--- src/rtl/sram_like_arbiter.sv ---
// Two-master (inst/data) arbiter onto one sram-like slave port, one transaction at a time.
// Optional perf counters are compiled in with `define ARB_PERF_CNT_EN.
module sram_like_arbiter #(
    parameter int STARVE_MAX = 4
) (
    input  logic        clk,
    input  logic        reset,

    input  logic        inst_req,
    input  logic        inst_wr,
    input  logic [1:0]  inst_size,
    input  logic [31:0] inst_addr,
    input  logic [31:0] inst_wdata,
    output logic [31:0] inst_rdata,
    output logic        inst_addr_ok,
    output logic        inst_data_ok,

    input  logic        data_req,
    input  logic        data_wr,
    input  logic [1:0]  data_size,
    input  logic [31:0] data_addr,
    input  logic [31:0] data_wdata,
    output logic [31:0] data_rdata,
    output logic        data_addr_ok,
    output logic        data_data_ok,

    output logic        s_req,
    output logic        s_wr,
    output logic [1:0]  s_size,
    output logic [31:0] s_addr,
    output logic [31:0] s_wdata,
    input  logic [31:0] s_rdata,
    input  logic        s_addr_ok,
    input  logic        s_data_ok,

`ifdef ARB_PERF_CNT_EN
    output logic [31:0] inst_grant_cnt,
    output logic [31:0] data_grant_cnt,
    output logic [31:0] stall_cnt,
`endif
    output logic        busy
);

    // Handshake: a master holds req (and its command) until its addr_ok pulse;
    // addr_ok marks the command as taken, data_ok marks completion and rdata valid.
    typedef enum logic [1:0] {IDLE = 2'd0, ADDR = 2'd1, DATA = 2'd2} state_t;

    localparam logic [3:0] STARVE_LIM = 4'(STARVE_MAX);

    state_t      state, state_nxt;
    logic        owner, owner_nxt;
    logic [3:0]  starve_cnt, starve_nxt;
    logic        cmd_wr, cmd_wr_nxt;
    logic [1:0]  cmd_size, cmd_size_nxt;
    logic [31:0] cmd_addr, cmd_addr_nxt;
    logic [31:0] cmd_wdata, cmd_wdata_nxt;
    logic        grant_inst, grant_data;

    always_ff @(posedge clk) begin
        if (reset) begin
            state      <= IDLE;
            owner      <= 1'b0;
            starve_cnt <= 4'd0;
            cmd_wr     <= 1'b0;
            cmd_size   <= 2'd0;
            cmd_addr   <= 32'd0;
            cmd_wdata  <= 32'd0;
        end else begin
            state      <= state_nxt;
            owner      <= owner_nxt;
            starve_cnt <= starve_nxt;
            cmd_wr     <= cmd_wr_nxt;
            cmd_size   <= cmd_size_nxt;
            cmd_addr   <= cmd_addr_nxt;
            cmd_wdata  <= cmd_wdata_nxt;
        end
    end

    always_comb begin
        state_nxt     = state;
        owner_nxt     = owner;
        starve_nxt    = starve_cnt;
        cmd_wr_nxt    = cmd_wr;
        cmd_size_nxt  = cmd_size;
        cmd_addr_nxt  = cmd_addr;
        cmd_wdata_nxt = cmd_wdata;
        grant_inst    = 1'b0;
        grant_data    = 1'b0;
        inst_addr_ok  = 1'b0;
        inst_data_ok  = 1'b0;
        data_addr_ok  = 1'b0;
        data_data_ok  = 1'b0;

        case (state)
            IDLE: begin
                // Data wins unless inst has already waited STARVE_MAX data grants.
                if (data_req && !(inst_req && starve_cnt == STARVE_LIM)) begin
                    grant_data = 1'b1;
                end else if (inst_req) begin
                    grant_inst = 1'b1;
                end

                if (grant_data) begin
                    owner_nxt     = 1'b1;
                    cmd_wr_nxt    = data_wr;
                    cmd_size_nxt  = data_size;
                    cmd_addr_nxt  = data_addr;
                    cmd_wdata_nxt = data_wdata;
                    starve_nxt    = !inst_req ? 4'd0 :
                                    (starve_cnt == STARVE_LIM) ? STARVE_LIM : starve_cnt + 4'd1;
                    state_nxt     = ADDR;
                end else if (grant_inst) begin
                    owner_nxt     = 1'b0;
                    cmd_wr_nxt    = inst_wr;
                    cmd_size_nxt  = inst_size;
                    cmd_addr_nxt  = inst_addr;
                    cmd_wdata_nxt = inst_wdata;
                    starve_nxt    = 4'd0;
                    state_nxt     = ADDR;
                end
            end
            ADDR: begin
                if (s_addr_ok) begin
                    data_addr_ok = owner;
                    inst_addr_ok = !owner;
                    state_nxt    = DATA;
                end
            end
            DATA: begin
                if (s_data_ok) begin
                    data_data_ok = owner;
                    inst_data_ok = !owner;
                    state_nxt    = IDLE;
                end
            end
            default: state_nxt = IDLE;
        endcase
    end

    assign s_req      = (state == ADDR);
    assign busy       = (state != IDLE);
    assign s_wr       = cmd_wr;
    assign s_size     = cmd_size;
    assign s_addr     = cmd_addr;
    assign s_wdata    = cmd_wdata;
    assign inst_rdata = s_rdata;
    assign data_rdata = s_rdata;

`ifdef ARB_PERF_CNT_EN
    // A requester counts as served in its grant cycle and while it owns the address phase.
    logic inst_served, data_served, stall_evt;
    assign inst_served = grant_inst || (state == ADDR && !owner);
    assign data_served = grant_data || (state == ADDR && owner);
    assign stall_evt   = (inst_req && !inst_served) || (data_req && !data_served);

    always_ff @(posedge clk) begin
        if (reset) begin
            inst_grant_cnt <= 32'd0;
            data_grant_cnt <= 32'd0;
            stall_cnt      <= 32'd0;
        end else begin
            if (grant_inst) inst_grant_cnt <= inst_grant_cnt + 32'd1;
            if (grant_data) data_grant_cnt <= data_grant_cnt + 32'd1;
            if (stall_evt)  stall_cnt      <= stall_cnt + 32'd1;
        end
    end
`endif

endmodule

--- config.mk ---
export PLATFORM = sky130hd
export DESIGN_NAME = sram_like_arbiter
export DESIGN_NICKNAME = d
export VERILOG_FILES = /design/src/rtl/sram_like_arbiter.sv
export SDC_FILE = /design/constraint.sdc
export NUM_CORES = 1
export LEC_CHECK = 0
export BUFFER_PORTS_ARGS = -buffer_cell sky130_fd_sc_hd__buf_2
export CAP_MARGIN = 20
export CORE_AREA = 3 3 119 121
export CTS_BUF_LIST = sky130_fd_sc_hd__clkbuf_8
export DETAILED_ROUTE_END_ITERATION = 10
export DIE_AREA = 0 0 122 124
export GPL_ROUTABILITY_DRIVEN = 0
export PLACE_DENSITY = 0.72
export SLEW_MARGIN = 20
export SYNTH_ARGS = -nofsm -noshare
export SYNTH_HDL_FRONTEND = slang
export SYNTH_SLANG_ARGS = --single-unit
--- constraint.sdc ---
create_clock -name clk -period 1.78 [get_ports clk]
set_input_delay 0.178 -clock clk [delete_from_list [all_inputs] [get_ports clk]]
set_output_delay 0.178 -clock clk [all_outputs]
set_load 0.05 [all_outputs]
==> metrics.md <==
| Metric | Value |
|---|---|
| Clock sink count | 74 |
| Site row count | 42 |
| Hold Path Origin | inst_addr[4] |
| Vias | 3759 |
| Post-synthesis sequential area ratio | 37.9% |
| Clock transition at path regs | 0.08 ns |
| H-tree Lvls | 3 |
| Io pins | a little over 300 |
| Pin count of the biggest net entering global routing | 75 |
| Arrival @ worst endpoint | 1.89 ns |
| Max-cap violations | 0 |
| 1st-pass router iterations | 4 |
| Total CTS buffers | 9 |
| Pleak | between 2 and 2.5 nW |
| Routed len/inst | 14.5 µm |
| Cells along the critical path | inv_1 > ha_1 > nand4b_1 > and2_4 > buf_12 > a21oi_1 > a211oi_1 |
| Vias per cell | approximately 4.7 |
| Initial Utilization | 29.6% |
| Yosys cell types | 26 |
| Routed wire length | around 12000 µm |
| Diode count | 0 |
| Synth top area share | 37.9% |
| Worst r2r path cells | 7 |
| Slew headroom | approximately 72% |
| Number of synthesized flops with an enable pin | 0 |
| Max Slew Vio Count | 0 |
| Die Ht | 124 µm |
| Fill cell count | ~1400 |
| Pwr Density | 1070 nW/µm² |
| Fin Hold WS | approximately 0.055 ns |
| Routed Antenna Nets | 0 |
| Dominant synthesized flop cell | dfxtp_1 |
| Synth warn | 0 |
| Critical Path RT | 2.05 ns |
| Post-route cell area | about 4900 µm² |
| GR Overflow Total | 0 |
| Most frequent cells after synthesis | nand2_1, dfxtp_1, nor2_1 |
| R2R Path Start | starve_cnt[0] |
| Die area | 15100 µm² |
| Capturing point of the worst reg2reg path | s_addr[28] |
| Final setup TNS | 0 ns |
| Initial antenna violation count | 0 |
| Die width | roughly 120 µm |
| Final #Nets | 796 |
| Worst skew pair latency | ~0.36 ns |
| Hold Path Sink | s_addr[4] |
| Multi-input logic area | 1680 µm² |
| CP max-delay cell | dfxtp_2 |
| Syn nets | between 600 and 700 |
| Cell with the most instances after synthesis | nand2_1 |
| Status | complete, no violations |
| Storage element area | between 1000 and 1500 µm² |
| Placeable Area | 13200 µm² |
| Worst Setup Start Kind | flip-flop |
| Vias in the first global route | 3596 |
| # DRC | 0 |
| Min Tclk post-route | 1.62 ns |
| Worst slew pin tran | ~0.41 ns |
| CP endpoint kind | flip-flop |
| Cell count after synthesis | 491 |
| Layout Skew | 0.00438 ns |
| Max VDD drop | about 0.34 mV |
| Setup ws final | 0.160 ns |
| Period utilisation layout | 91.0% |
| Post-place setup slack | 0.0464 ns |
| Setup CP Type | flip-flop to flip-flop |
| Syn Area/Cell | 7.95 µm² |
| CTS tree | yes |
| RSZ-0062 raised after global routing | false |
| Mapped Area | between 3000 and 4000 µm² |
| First-pass GRT wire length | ~18000 µm |
| Hold Crit Class | input pin to flip-flop |
| DRT iter0 DRCs | 135 |
| Max FO, Critical Path | 36 |
| Layout cells sized above 1 | 42.6% |
| Synth area leader | dfxtp_1 |
| PortBufs | 212 |
| CTS Root Cell | clkbuf_8 |
| CTS Buffer Depth | 2 |
| Dpl cell area | 4640 µm² |
| Achievable Freq | ~620 MHz |
| CP peak stage delay | 0.37 ns |
| GRT Util Overall | about 15% |
| Number of synthesized register bits | 74 |
| Count of final setup violators | 0 |
| Final Hold Fails | 0 |
| Reg-to-reg slack, setup | 0.16 ns |
| Hold path depth | 3 |
| Final HPWL DP | 8320 µm |
| Area contributors post-synth | dfxtp_1, buf_4, a211oi_1, a21oi_1, nand2_1 |
| Async set-reset flop share out of synthesis | 0% |
| P&R area growth vs syn | 25.7% |
[stage by stage]
step	instances	util, %	power [mW]
after floorplan	491	-	3.64
after global placement	786	35.2	3.72
after detailed placement	786	35.2	3.74
after CTS	802	37.0	5.31
after global routing	803	37.2	5.52
final	803	37.2	5.24
[flip-flops by register name, summed over array words and instances (netlist names)]
| name | cells |
|---|---|
| s_addr | 32 |
| s_wdata | 32 |
| starve_cnt | 4 |
| s_size | 2 |
| state | 2 |
| owner | 1 |
| s_wr | 1 |
[cells by family after synthesis]
logic type | after synthesis | synth area share [%]
fa+ha+maj | 2 | 0.641
compound gates | 144 | 25.2
flops | 74 | 37.9
simple gates | 164 | 16.9
buf+inv | 107 | 19.3
[routing by layer]
layer | part of all wire [%] | vias to the layer above | global-route usage (%) | wire length [µm]
met5 | 0 | - | 0 | 0
met1 | 41 | 1689 | 17.4 | 4710
met3 | 10 | 33 | 4.86 | 1180
li1 | - | 1865 | - | -
met4 | 3.1 | 0 | 7.91 | 359
met2 | 46 | 172 | 24.4 | 5370
[worst max-delay path: cells and delay by family, from the launching register on]
family                   cells  cell delay (ns)
flip-flops                   1             0.37
AND/OR/NAND/NOR              2             0.36
AO/OA/AOI/OAI                2             0.32
buffers and inverters        2             0.24
adder cells (fa/ha/maj)      1             0.21
[power by group]
group | total, mW | leakage, nW | switching (mW) | internal [mW]
Combinational | 1.76 | 1.59 | 1.23 | 0.528
Sequential | 1.94 | 0.614 | 0.0951 | 1.84
Clock | 1.54 | 0.119 | 0.639 | 0.902
Total | 5.24 | 2.32 | 1.96 | 3.27
[worst max-delay path by stage]
stage,to,cells past startpoint,startpoint
CTS,s_wdata[5],7,starve_cnt[0]
finish,s_addr[28],7,starve_cnt[0]
global route,s_addr[15],7,starve_cnt[0]
detailed placement,s_wdata[5],7,starve_cnt[0]
global placement,s_addr[2],7,starve_cnt[0]
floorplan,inst_addr_ok,3,state[0]
[cell type report]
class | count | share of cell area (%)
clock buffer | 12 | 3.36
sequential | 74 | 30.2
inverter | 4 | 0.306
multi-input combinational | 310 | 34.2
timing repair buffer | 223 | 25.9
clock inverter | 4 | 1.48
tap | 176 | 4.49
[repair_timing]
| action | in CTS | in global routing |
|---|---|---|
| endpoints found under the hold margin | 0 | 0 |
| gates resized for setup | 0 | 2 |
| hold buffers | 0 | 0 |
| setup endpoints to repair | 0 | 26 |
| buffers inserted | 0 | 0 |
[cell usage in the layout (no fill, tap or decap), types with 2 or more instances in the layout]
cell / n
a21oi_2: 10
a211oi_1: 57
inv_1: 4
nand2_1: 74
buf_2: 212
bufinv_16: 2
a21oi_1: 64
a211oi_2: 10
ha_1: 2
buf_12: 9
dfxtp_1: 73
nor2_1: 71
clkbuf_8: 12
and3_1: 2
nand2b_1: 2
nand3_1: 3
Power figures use the tool's default switching activity.
